### config.mk
export PLATFORM = sky130hd
export DESIGN_NAME = dmem_arbiter_flat
export DESIGN_NICKNAME = d
export VERILOG_FILES = /design/src/rtl/dmem_if.sv /design/src/rtl/dmem_arbiter.sv /design/src/flat_wrapper.sv
export SDC_FILE = /design/constraint.sdc
export NUM_CORES = 1
export LEC_CHECK = 0
export CORE_AREA = 2 2 95 97
export CTS_CLUSTER_DIAMETER = 200
export CTS_CLUSTER_SIZE = 25
export DETAILED_ROUTE_END_ITERATION = 10
export DIE_AREA = 0 0 97 99
export GPL_TIMING_DRIVEN = 1
export PLACE_DENSITY = 0.71
export SETUP_SLACK_MARGIN = 0.2
export SLEW_MARGIN = 20
export SYNTH_ARGS = -nofsm -noshare
export SYNTH_HDL_FRONTEND = slang
export SYNTH_SLANG_ARGS = --single-unit
### constraint.sdc
create_clock -name i_clk -period 4.8 [get_ports i_clk]
set_input_delay 0.96 -clock i_clk [delete_from_list [all_inputs] [get_ports i_clk]]
set_output_delay 0.96 -clock i_clk [all_outputs]
set_load 0.01 [all_outputs]
### src/rtl/dmem_if.sv
// Requester-side bundle for the shared data RAM arbiter.
// The master drives request fields; the slave returns grant and read data.
interface dmem_if #(
  parameter int ADDR_W = 11
);
  logic              req;
  logic              we;
  logic [3:0]        wstrb;
  logic [ADDR_W-1:0] addr;
  logic [31:0]       wdata;
  logic              gnt;
  logic              rvalid;
  logic [31:0]       rdata;

  modport master (
    output req,
    output we,
    output wstrb,
    output addr,
    output wdata,
    input  gnt,
    input  rvalid,
    input  rdata
  );

  modport slave (
    input  req,
    input  we,
    input  wstrb,
    input  addr,
    input  wdata,
    output gnt,
    output rvalid,
    output rdata
  );
endinterface

### src/rtl/dmem_arbiter.sv
// Shares one single-port data RAM between the CPU and the external port.
// CPU has priority; a wait counter bounds how long ext can be starved.
module dmem_arbiter #(
  parameter int ADDR_W   = 11,
  parameter int RAM_LAT  = 1,
  parameter int MAX_WAIT = 4
) (
  input  logic              i_clk,
  input  logic              i_rst,
  dmem_if.slave             io_cpu,
  dmem_if.slave             io_ext,
  output logic              o_ram_en,
  output logic [3:0]        o_ram_we,
  output logic [ADDR_W-3:0] o_ram_addr,
  output logic [31:0]       o_ram_wdata,
  input  logic [31:0]       i_ram_rdata
);

  localparam logic [3:0] WAIT_MAX = 4'(MAX_WAIT);
  localparam int         TAIL     = RAM_LAT - 1;

  logic [3:0]         r_wait_cnt;
  logic [RAM_LAT-1:0] r_vld;
  logic [RAM_LAT-1:0] r_own;

  logic w_force_ext;
  logic w_cpu_gnt;
  logic w_ext_gnt;
  logic w_rd_issue;
  logic w_tail_vld;
  logic w_cpu_rv;
  logic w_ext_rv;
  logic w_unused_lsb;

  assign w_force_ext = (r_wait_cnt == WAIT_MAX);

  assign w_cpu_gnt = ~i_rst & io_cpu.req
                   & ~(io_ext.req & w_force_ext);
  assign w_ext_gnt = ~i_rst & io_ext.req
                   & (~io_cpu.req | w_force_ext);

  assign w_rd_issue = (w_cpu_gnt & ~io_cpu.we)
                    | (w_ext_gnt & ~io_ext.we);

  assign w_unused_lsb = ^{io_cpu.addr[1:0],
                          io_ext.addr[1:0]};

  // Counts only contested cycles ext actually lost.
  always_ff @(posedge i_clk) begin
    if (i_rst) begin
      r_wait_cnt <= '0;
    end else if (w_ext_gnt | ~io_ext.req) begin
      r_wait_cnt <= '0;
    end else if (r_wait_cnt != WAIT_MAX) begin
      r_wait_cnt <= r_wait_cnt + 4'd1;
    end
  end

  // {valid, owner} travels alongside the RAM read latency; 1 = ext.
  always_ff @(posedge i_clk) begin
    if (i_rst) begin
      r_vld <= '0;
      r_own <= '0;
    end else begin
      r_vld[0] <= w_rd_issue;
      r_own[0] <= w_ext_gnt;
      for (int i = 1; i < RAM_LAT; i++) begin
        r_vld[i] <= r_vld[i-1];
        r_own[i] <= r_own[i-1];
      end
    end
  end

  assign w_tail_vld = r_vld[TAIL] & ~i_rst;
  assign w_cpu_rv   = w_tail_vld & ~r_own[TAIL];
  assign w_ext_rv   = w_tail_vld &  r_own[TAIL];

  assign io_cpu.gnt    = w_cpu_gnt;
  assign io_cpu.rvalid = w_cpu_rv;
  assign io_cpu.rdata  = w_cpu_rv ? i_ram_rdata : '0;

  assign io_ext.gnt    = w_ext_gnt;
  assign io_ext.rvalid = w_ext_rv;
  assign io_ext.rdata  = w_ext_rv ? i_ram_rdata : '0;

  always_comb begin
    o_ram_en    = 1'b0;
    o_ram_we    = '0;
    o_ram_addr  = '0;
    o_ram_wdata = '0;
    unique case (1'b1)
      w_cpu_gnt: begin
        o_ram_en    = 1'b1;
        o_ram_we    = io_cpu.we ? io_cpu.wstrb : 4'b0;
        o_ram_addr  = io_cpu.addr[ADDR_W-1:2];
        o_ram_wdata = io_cpu.wdata;
      end
      w_ext_gnt: begin
        o_ram_en    = 1'b1;
        o_ram_we    = io_ext.we ? io_ext.wstrb : 4'b0;
        o_ram_addr  = io_ext.addr[ADDR_W-1:2];
        o_ram_wdata = io_ext.wdata;
      end
      default: begin
        o_ram_en = 1'b0;
      end
    endcase
  end

endmodule

### src/flat_wrapper.sv
// flat-port wrapper written by rule: the top's interface ports become plain ports
module dmem_arbiter_flat 
#(
  parameter int ADDR_W   = 11,
  parameter int RAM_LAT  = 1,
  parameter int MAX_WAIT = 4
)
  (i_clk, i_rst, o_ram_en, o_ram_we, o_ram_addr, o_ram_wdata, i_ram_rdata, io_cpu_req, io_cpu_we, io_cpu_wstrb, io_cpu_addr, io_cpu_wdata, io_cpu_gnt, io_cpu_rvalid, io_cpu_rdata, io_ext_req, io_ext_we, io_ext_wstrb, io_ext_addr, io_ext_wdata, io_ext_gnt, io_ext_rvalid, io_ext_rdata);
  dmem_if #(.ADDR_W(ADDR_W)) io_cpu_i ();
  dmem_if #(.ADDR_W(ADDR_W)) io_ext_i ();
  input  logic i_clk;
  input  logic i_rst;
  output logic o_ram_en;
  output logic [3:0] o_ram_we;
  output logic [ADDR_W-3:0] o_ram_addr;
  output logic [31:0] o_ram_wdata;
  input  logic [31:0] i_ram_rdata;
  input wire logic [$bits(io_cpu_i.req)-1:0] io_cpu_req;
  input wire logic [$bits(io_cpu_i.we)-1:0] io_cpu_we;
  input wire logic [$bits(io_cpu_i.wstrb)-1:0] io_cpu_wstrb;
  input wire logic [$bits(io_cpu_i.addr)-1:0] io_cpu_addr;
  input wire logic [$bits(io_cpu_i.wdata)-1:0] io_cpu_wdata;
  output wire logic [$bits(io_cpu_i.gnt)-1:0] io_cpu_gnt;
  output wire logic [$bits(io_cpu_i.rvalid)-1:0] io_cpu_rvalid;
  output wire logic [$bits(io_cpu_i.rdata)-1:0] io_cpu_rdata;
  input wire logic [$bits(io_ext_i.req)-1:0] io_ext_req;
  input wire logic [$bits(io_ext_i.we)-1:0] io_ext_we;
  input wire logic [$bits(io_ext_i.wstrb)-1:0] io_ext_wstrb;
  input wire logic [$bits(io_ext_i.addr)-1:0] io_ext_addr;
  input wire logic [$bits(io_ext_i.wdata)-1:0] io_ext_wdata;
  output wire logic [$bits(io_ext_i.gnt)-1:0] io_ext_gnt;
  output wire logic [$bits(io_ext_i.rvalid)-1:0] io_ext_rvalid;
  output wire logic [$bits(io_ext_i.rdata)-1:0] io_ext_rdata;
  assign io_cpu_i.req = io_cpu_req;
  assign io_cpu_i.we = io_cpu_we;
  assign io_cpu_i.wstrb = io_cpu_wstrb;
  assign io_cpu_i.addr = io_cpu_addr;
  assign io_cpu_i.wdata = io_cpu_wdata;
  assign io_cpu_gnt = io_cpu_i.gnt;
  assign io_cpu_rvalid = io_cpu_i.rvalid;
  assign io_cpu_rdata = io_cpu_i.rdata;
  assign io_ext_i.req = io_ext_req;
  assign io_ext_i.we = io_ext_we;
  assign io_ext_i.wstrb = io_ext_wstrb;
  assign io_ext_i.addr = io_ext_addr;
  assign io_ext_i.wdata = io_ext_wdata;
  assign io_ext_gnt = io_ext_i.gnt;
  assign io_ext_rvalid = io_ext_i.rvalid;
  assign io_ext_rdata = io_ext_i.rdata;
  dmem_arbiter #(.ADDR_W(ADDR_W), .RAM_LAT(RAM_LAT), .MAX_WAIT(MAX_WAIT)) u_core (.i_clk(i_clk), .i_rst(i_rst), .io_cpu(io_cpu_i), .io_ext(io_ext_i), .o_ram_en(o_ram_en), .o_ram_we(o_ram_we), .o_ram_addr(o_ram_addr), .o_ram_wdata(o_ram_wdata), .i_ram_rdata(i_ram_rdata));
endmodule
==> summary.md, run 1 <==
| Metric | Value |
|---|---|
| Status | complete, no violations |
| Core area | 0.00855 sq mm |
| CP most frequent cell | clkdlybuf4s50_1 |
| Mapped Cells | 158 |
| DR vias/cell | 4.24 |
| Area leader, netlist | and2_1 |
| Aggregate global routing overflow | 0 |
| Max-cap viol count | 0 |
| Final Slew Violations | 0 |
| DR pass1 iterations | 4 |
| Diode count | 0 |
| Root buffer cell | clkbuf_8 |
| Initial Util | 0.144 |
| Clk slew on worst S/H paths | 30 ps |
| Post-CTS Repair Setup Buffers | 0 |
| Routed vias | 2114 |
| Startpoint Class | input port |
| Slowest stage delay, CP | 620 ps |
| Slew @ Worst Pin | 471 ps |
| Inserted Clock Buffers | 3 |
| Final cell count without fillers | around 500 |
| Crit Path Max Fanout | 47 |
| Hold Path Class | reg -> reg |
| CTS sink count | 6 |
| CTS Hold Bufs | 0 |
| Vert. Die Dim | approximately 100 um |
| Fin nets | approximately 530 |
| Std-Cell Rows | 34 |
| CP Class | in -> out |
| Gp weighted congestion | between 0.8 and 0.9 |
| I/O pin cnt | 246 |
| Relative slew margins | 0.686 |
| Critical Path Sink Type | output port |
| Placed cell area | 0.00370 sq mm |
| # fillers | 836 |
| Worst Setup Slack, final | 738 ps |
| Net Count, Synth | 292 |
| GRT Util Overall | 0.132 |
| DRC | 0 |
| DRT iter0 DRCs | 25 |
| Clock Latency Late Sink | 220 ps |
| Design Area, Final | 0.00374 sq mm |
| Port buffer count | 241 |
| Share of cells above drive strength 1 | 0.0281 |
| Antenna viol nets, final | 0 |
| Syn. warnings | 0 |
| RSZ-0062 raised after global routing | false |
| Post-synthesis sequential area ratio | 0.0975 |
| Hold_ws | 460 ps |
| Mapped cell area | 0.00123 sq mm |
| Largest net degree at the start of global routing | 48 |
| Leakage dissipation | 1.42 nW |
| Final Cycle Share | 0.846 |
| First-pass GRT wire length | approximately 10 mm |
| Most frequent cells in the layout | clkdlybuf4s50_1, and2_1, a22o_1, nor2_1, dfxtp_1 |
| Area grow syn2layout | 204% |
| Final WL | 7.05 mm |
| Dpl ws | 704 ps |
| Peak VDD IR | 0.0000895 V |
| WP data arrival | 3100 ps |
| Number of global-route vias before repair | ~2100 |
| Fin util | 0.438 |
| Pwr Total | roughly 370 uW |
| Hold Fails Final Rpt | 0 |
| Crit path cell chain | clkdlybuf4s50_1, nand2b_1, a21oi_4, buf_4, a32o_1, clkdlybuf4s50_1 |
| H-tree depth | 1 |
| CTS Buffer Depth | 2 |
| Req. time, crit path | 3840 ps |
| Drt wl/cell | about 14 um |
| Initial antenna violation count | 0 |
| Commonest non-fill, non-tap cell in the layout | clkdlybuf4s50_1 |
| Clock tree from TritonCTS | built |
| Mapped Avg Cell Area | 7.80 sq um |
| Yosys reg bits | 6 |
| Setup TNS Final | 0 ps |
| Distinct cells, synth | 23 |
| Die area | just under 0.01 sq mm |
| Ranking of synthesized cells by area | and2_1, a22o_1, dfxtp_1 |
| Power per standard cell area | around 98 mW/mm^2 |
| Fmax achieved | 246 MHz |
| Chip width | 97 um |
| Post-CTS sizing | 0 |
| Placed cells | approximately 500 |
| Skew final | between 1 and 1.5 ps |
| Post-synth top area share | 0.325 |
| Slowest CP cell | clkdlybuf4s50_1 |
| Setup Viol. Count Final | 0 |
| Post-DP HPWL | approximately 6.2 mm |
| Fin crit period | 4060 ps |
==> worst paths after layout <==
| kind | to | slack (ps) | cells past startpoint | from |
|---|---|---|---|---|
| max | o_ram_we[3] | 740 | 6 | io_cpu_req |
| min | u_core.r_wait_cnt[0] | 460 | 1 | u_core.r_wait_cnt[0] |
| max reg2reg | u_core.r_vld | 3160 | 6 | u_core.r_wait_cnt[0] |
| min reg2reg | u_core.r_wait_cnt[0] | 460 | 1 | u_core.r_wait_cnt[0] |
==> state kept, by name (all words and copies together), names as in the netlist <==
name,cells
u_core.r_wait_cnt,4
u_core.r_own,1
u_core.r_vld,1
==> routing by layer <==
metal	GRT usage	routed length [um]
met5	0	0
met4	0.0173	19
met3	0.0326	685
met2	0.263	3730
met1	0.143	2620
==> worst max-delay path: cells and delay by family <==
family / cells / cell delay (ps)
AOI/OAI and AO/OA: 2 / 360
buffers and inverters: 3 / 1610
and+or+nand+nor: 1 / 150
==> cells in the mapped netlist (all sizes together) <==
| cell | n |
|---|---|
| inv | 5 |
| a22o | 42 |
| and2 | 64 |
| clkbuf | 6 |
| xnor2 | 1 |
| nor2 | 6 |
| and3b | 2 |
| nand3 | 1 |
| a32o | 4 |
| nor3b | 1 |
| ha | 2 |
| or3b | 1 |
| nand3b | 1 |
| dfxtp | 6 |
| xor2 | 1 |
| a21oi | 3 |
| buf | 9 |
| a211oi | 1 |
| nand2b | 2 |
==> layout make-up <==
type                            count  area (sq um)  area share
Sequential cell                     6           120      0.0321
Inverter                            5          18.8     0.00501
Clock buffer                        3          41.3      0.0110
Multi-Input combinational cell    132           987       0.264
Timing Repair Buffer              245          2440       0.652
Tap cell                          108           135      0.0361
==> where the power goes <==
part,switching [mW],internal (mW)
registers,0.000841,0.0515
clock network,0.0224,0.0539
logic,0.0731,0.165
total,0.0964,0.270
==> cells by family after synthesis <==
kind of cell / share of synthesized area
xor gates and xnor gates: 0.0142
DFF: 0.0975
adders and majority gates: 0.0203
and+or+nand+nor: 0.395
buffers and inverters: 0.108
AOI/OAI and AO/OA: 0.365
(Power assumes the default switching activity.)
==> run 2, diff against run 1 <==
- CORE_AREA: 2 2 95 97 -> 2 2 97 99
- DIE_AREA: 0 0 97 99 -> 0 0 99 101
- clock period: 4.8 -> 3.7 ns (I/O delays scaled with it)
==> run 2 against run 1 <==
Compared with the run above:
- combinational power up 36%
- first-iteration DRC count up 16%
- worst setup slack worse by 420 ps
- clock power up 27%
- die area up 4.1%
- total power up 33%
- highest routed layer unchanged
==> summary.md, run 2 (same netlist as run 1, synthesis figures left out) <==
| Metric | Value |
|---|---|
| Status | complete, no violations |
| Initial Util | 0.137 |
| DRC | 0 |
| Hold path depth | 1 |
| Post-CTS Repair Setup Buffers | 0 |
| # fillers | 881 |
| I/O pin cnt | 246 |
| Sw Share | 0.258 |
| Most frequent cells in the layout | clkdlybuf4s50_1, and2_1, a22o_1, buf_4 |
| Power per standard cell area | roughly 130 mW/mm^2 |
| Fin util | 0.430 |
| Area grow syn2layout | 214% |
| Fmax achieved | a little under 300 MHz |
| Reg2reg end | u_core.r_wait_cnt[3] |
| Crit Path Max Fanout | between 40 and 50 |
| WP data arrival | 2640 ps |
| Clk slew on worst S/H paths | 30 ps |
| Sw Pwr | 126 uW |
| DR vias/cell | 4.22 |
| Post-CTS sizing | 0 |
| Slew @ Worst Pin | between 300 and 400 ps |
| Aggregate global routing overflow | 0 |
| DRT iter0 DRCs | 29 |
| Final Cycle Share | 0.913 |
| Port buffer count | 241 |
| Startpoint Class | input port |
| Root buffer cell | clkbuf_8 |
| Peak VDD IR | 0.0000850 V |
| Setup TNS Final | 0 ps |
| Reg with most FFs | u_core.r_wait_cnt |
| Initial antenna violation count | 0 |
| Diode count | 0 |
| Leakage dissipation | around 1.5 nW |
| Largest net degree at the start of global routing | 44 |
| Post-DP HPWL | 6.26 mm |
| Number of global-route vias before repair | 2013 |
| Hold Fails Final Rpt | 0 |
| Fin nets | 535 |
| RSZ-0062 raised after global routing | false |
| Clock Power Share | 0.199 |
| Setup Viol. Count Final | 0 |
| First-pass GRT wire length | about 10 mm |
| Final WL | 7.23 mm |
| Gp weighted congestion | about 0.76 |
| Commonest non-fill, non-tap cell in the layout | clkdlybuf4s50_1 |
| R2R depth | 5 |
| DR pass1 iterations | 4 |
| CTS Hold Bufs | 0 |
| Relative slew margins | 0.785 |
| Vert. Die Dim | 101 um |
| Critical Path Sink Type | output port |
| Die area | 0.0100 sq mm |
| Hold_sp | u_core.r_wait_cnt[0] |
| Worst Hold Path EP | u_core.r_wait_cnt[0] |
| Hold Path Class | reg -> reg |
| Fin crit period | roughly 3400 ps |
| Req. time, crit path | 2960 ps |
| Clock tree from TritonCTS | built |
| Antenna viol nets, final | 0 |
| Max-cap viol count | 0 |
| CP Class | in -> out |
| Chip width | 99 um |
| GRT Util Overall | 0.123 |
| Routed vias | 2152 |
| Largest regs | u_core.r_wait_cnt: 4 flops, u_core.r_own: 1 flops, u_core.r_vld: 1 flops |
| Internal | 362 uW |
| CTS sink count | 6 |
| Worst reg2reg startpoint | u_core.r_wait_cnt[0] |
| CTS Buffer Depth | 2 |
| Max FFs per register | 4 |
| R2R Setup Slk | ~2200 ps |
| Drt wl/cell | 14.2 um |
| Inserted Clock Buffers | 3 |
| Combinational share of power | 0.662 |
| Final Slew Violations | 0 |
| Core area | 0.00898 sq mm |
| Reg power frac | 0.139 |
| Skew final | 0.705 ps |
| H-tree depth | 1 |
| Clock Latency Late Sink | 220 ps |
| Share of cells above drive strength 1 | 0.0476 |
| Std-Cell Rows | 35 |
## run 2: final cells by class
cell class / instances / area [sq um] / share of cell area
timing repair buffer: 253 / 2560 / 0.662
multi-input combinational: 132 / 987 / 0.256
tap: 111 / 139 / 0.0359
sequential: 6 / 120 / 0.0311
clock buffer: 3 / 41.3 / 0.0107
inverter: 5 / 18.8 / 0.00486
## run 2: metal layers
metal / track usage / part of all wire
met4: 0.0221 / 0.0058
met1: 0.144 / 0.38
met5: 0 / 0
met2: 0.226 / 0.51
met3: 0.0326 / 0.11
## run 2: worst max-delay path: stages
cell and delay (ps):
clkdlybuf4s50_1 580, nand2b_1 160, a21oi_4 160, buf_12 220, a22o_1 200, clkdlybuf4s50_1 550
## run 2: worst max path at each step
stage,startpoint,end,cells after the start
final,io_ext_req,o_ram_addr[6],6
after global routing,io_ext_req,o_ram_addr[6],6
after CTS,i_rst,o_ram_addr[6],6
after detailed placement,i_rst,o_ram_addr[6],6
after global placement,i_rst,o_ram_wdata[1],6
after floorplan,i_rst,o_ram_addr[0],4
## run 2: power by group through the flow
stage               clock network [mW]  registers (mW)  logic (mW)
global route                     0.105          0.0679       0.343
finish                          0.0968          0.0678       0.323
global placement                     0          0.0687       0.312
CTS                              0.101          0.0678       0.316
detailed placement                   0          0.0688       0.315
floorplan                            0          0.0685      0.0852
## run 2: metrics by stage
step,instances,hold WS [ps],cell area (sq um),setup slack [ps],power [mW]
finish,510,472,3860,322,0.487
global route,510,511,3860,238,0.516
CTS,504,481,3790,237,0.485
detailed placement,501,473,3750,239,0.384
global placement,501,444,3750,246,0.380
floorplan,158,430,1230,1440,0.154
==> run 3, diff against run 2 <==
- PLACE_DENSITY: 0.71 -> unset
==> run 3 against run 2 <==
Compared with the run above:
- worst setup slack gained 30 ps
- final area shrank 1.2%
- sequential power is essentially flat
- clock skew grew 1.1 ps
- fmax grew 0.91%
- critical path depth is the same
- die area is the same
- critical endpoint is now o_ram_addr[7]
==> summary.md, run 3 (same netlist as run 1, synthesis figures left out) <==
| Metric | Value |
|---|---|
| Status | complete, no violations |
| Setup Viol. Count Final | 0 |
| Number of global-route vias before repair | 1981 |
| Port buffer count | 241 |
| Std-Cell Rows | 35 |
| Initial Util | 0.137 |
| Final cell count without fillers | 504 |
| CTS sink count | 6 |
| Root buffer cell | clkbuf_8 |
| Share of cells above drive strength 1 | 0.0356 |
| Inserted Clock Buffers | 3 |
| CP Class | in -> out |
| Largest net degree at the start of global routing | 48 |
| Die area | 0.0100 sq mm |
| Final Cycle Share | 0.905 |
| Final WL | between 6 and 7 mm |
| Setup TNS Final | 0 ps |
| Req. time, crit path | 2960 ps |
| Most frequent cells in the layout | clkdlybuf4s50_1, and2_1, a22o_1, nor2_1, dfxtp_1 |
| Power per standard cell area | 126 mW/mm^2 |
| Clock Latency Late Sink | 220 ps |
| Fin nets | 529 |
| Post-DP HPWL | 5.83 mm |
| Reg with most FFs | u_core.r_wait_cnt |
| Max FFs per register | 4 |
| Commonest non-fill, non-tap cell in the layout | clkdlybuf4s50_1 |
| Diode count | 0 |
| Initial antenna violation count | 0 |
| First-pass GRT wire length | 9.78 mm |
| Hold_ws | 458 ps |
| CTS Hold Bufs | 0 |
| GR Layer Usage met1 | 0.128 |
| Fmax achieved | about 300 MHz |
| Placed cells | 500 |
| Largest regs | u_core.r_wait_cnt: 4 flops, u_core.r_own: 1 flops, u_core.r_vld: 1 flops |
| I/O pin cnt | 246 |
| Slew @ Worst Pin | 278 ps |
| Skew final | 1.82 ps |
| H-tree depth | 1 |
| Aggregate global routing overflow | 0 |
| DRT iter0 DRCs | 20 |
| Area grow syn2layout | 210% |
| Critical Path Sink Type | output port |
| Chip width | 99 um |
| Clock tree from TritonCTS | built |
| Leakage dissipation | about 1.5 nW |
| DRC | 0 |
| Crit Path Max Fanout | 22 |
| GRT busiest layer | met2 |
| DR pass1 iterations | 4 |
| Startpoint Class | input port |
| WP data arrival | ~2600 ps |
| Clk slew on worst S/H paths | 30 ps |
| DR vias/cell | 4.19 |
| Antenna viol nets, final | 0 |
| Met3 usage | 0.0437 |
| Final Slew Violations | 0 |
| Gp weighted congestion | ~0.76 |
| Routed vias | 2114 |
| RSZ-0062 raised after global routing | false |
| Max-cap viol count | 0 |
| Relative slew margins | 0.815 |
| Drt wl/cell | 13.7 um |
| # fillers | 924 |
| Met2 Usage GRT | 0.228 |
| Hold Path Class | reg -> reg |
| Fin crit period | roughly 3300 ps |
| Core area | roughly 0.0090 sq mm |
| Vert. Die Dim | 101 um |
| Peak VDD IR | 0.000111 V |
| Fin util | 0.425 |
| Hold Fails Final Rpt | 0 |
| GRT Util Overall | 0.118 |
| CTS Buffer Depth | 2 |
[run 3: cell types whose count changed in the layout (fill, tap and decap cells not counted), sizes merged]
cell	before	now
buf	11	5
clkdlybuf4s50	241	240
dlymetal6s2s	0	1
[run 3: per-layer routing]
metal,vias up,wire length [um]
met2,149,3620
met5,-,0
li1,1038,-
met1,925,2430
met4,0,5
met3,2,828
[run 3: path summary, 6_finish.rpt]
check                                     startpoint                   end  slack, ps  depth (start not counted)
worst max-delay path                      io_ext_req         o_ram_addr[7]        350                          6
worst min-delay path            u_core.r_wait_cnt[0]  u_core.r_wait_cnt[0]        460                          1
worst max register to register  u_core.r_wait_cnt[0]          u_core.r_vld       2170                          6
worst min register to register  u_core.r_wait_cnt[0]  u_core.r_wait_cnt[0]        460                          1
[run 3: repair_timing]
| action | in CTS | in global routing |
|---|---|---|
| resized for setup | 0 | 3 |
| buffers inserted | 0 | 0 |
| setup endpoints to repair | 0 | 35 |
[run 3: cell type report]
class,instances,area (sq um),area share
Inverter,5,18.8,0.00491
Clock buffer,3,41.3,0.0108
Timing Repair Buffer,247,2500,0.655
Tap cell,111,139,0.0364
Sequential cell,6,120,0.0315
Multi-Input combinational cell,132,997,0.261
[run 3: per-stage QoR]
step	setup slack [ps]	total power [mW]	cell area, sq um
floorplan	1440	0.154	1230
global placement	270	0.379	3740
detailed placement	250	0.382	3740
CTS	233	0.483	3780
global route	264	0.509	3820
finish	353	0.480	3820
[run 3: worst max-delay path, cell delays in order]
cell,delay (ps)
clkdlybuf4s50_1,590
nand2b_2,140
a21oi_4,210
buf_12,190
a22o_1,160
clkdlybuf4s50_1,560
[run 3: report_power, final]
part | internal, mW | total (mW) | switching [mW]
registers | 0.0668 | 0.0678 | 0.00106
logic | 0.219 | 0.314 | 0.0951
clock network | 0.0699 | 0.0986 | 0.0287
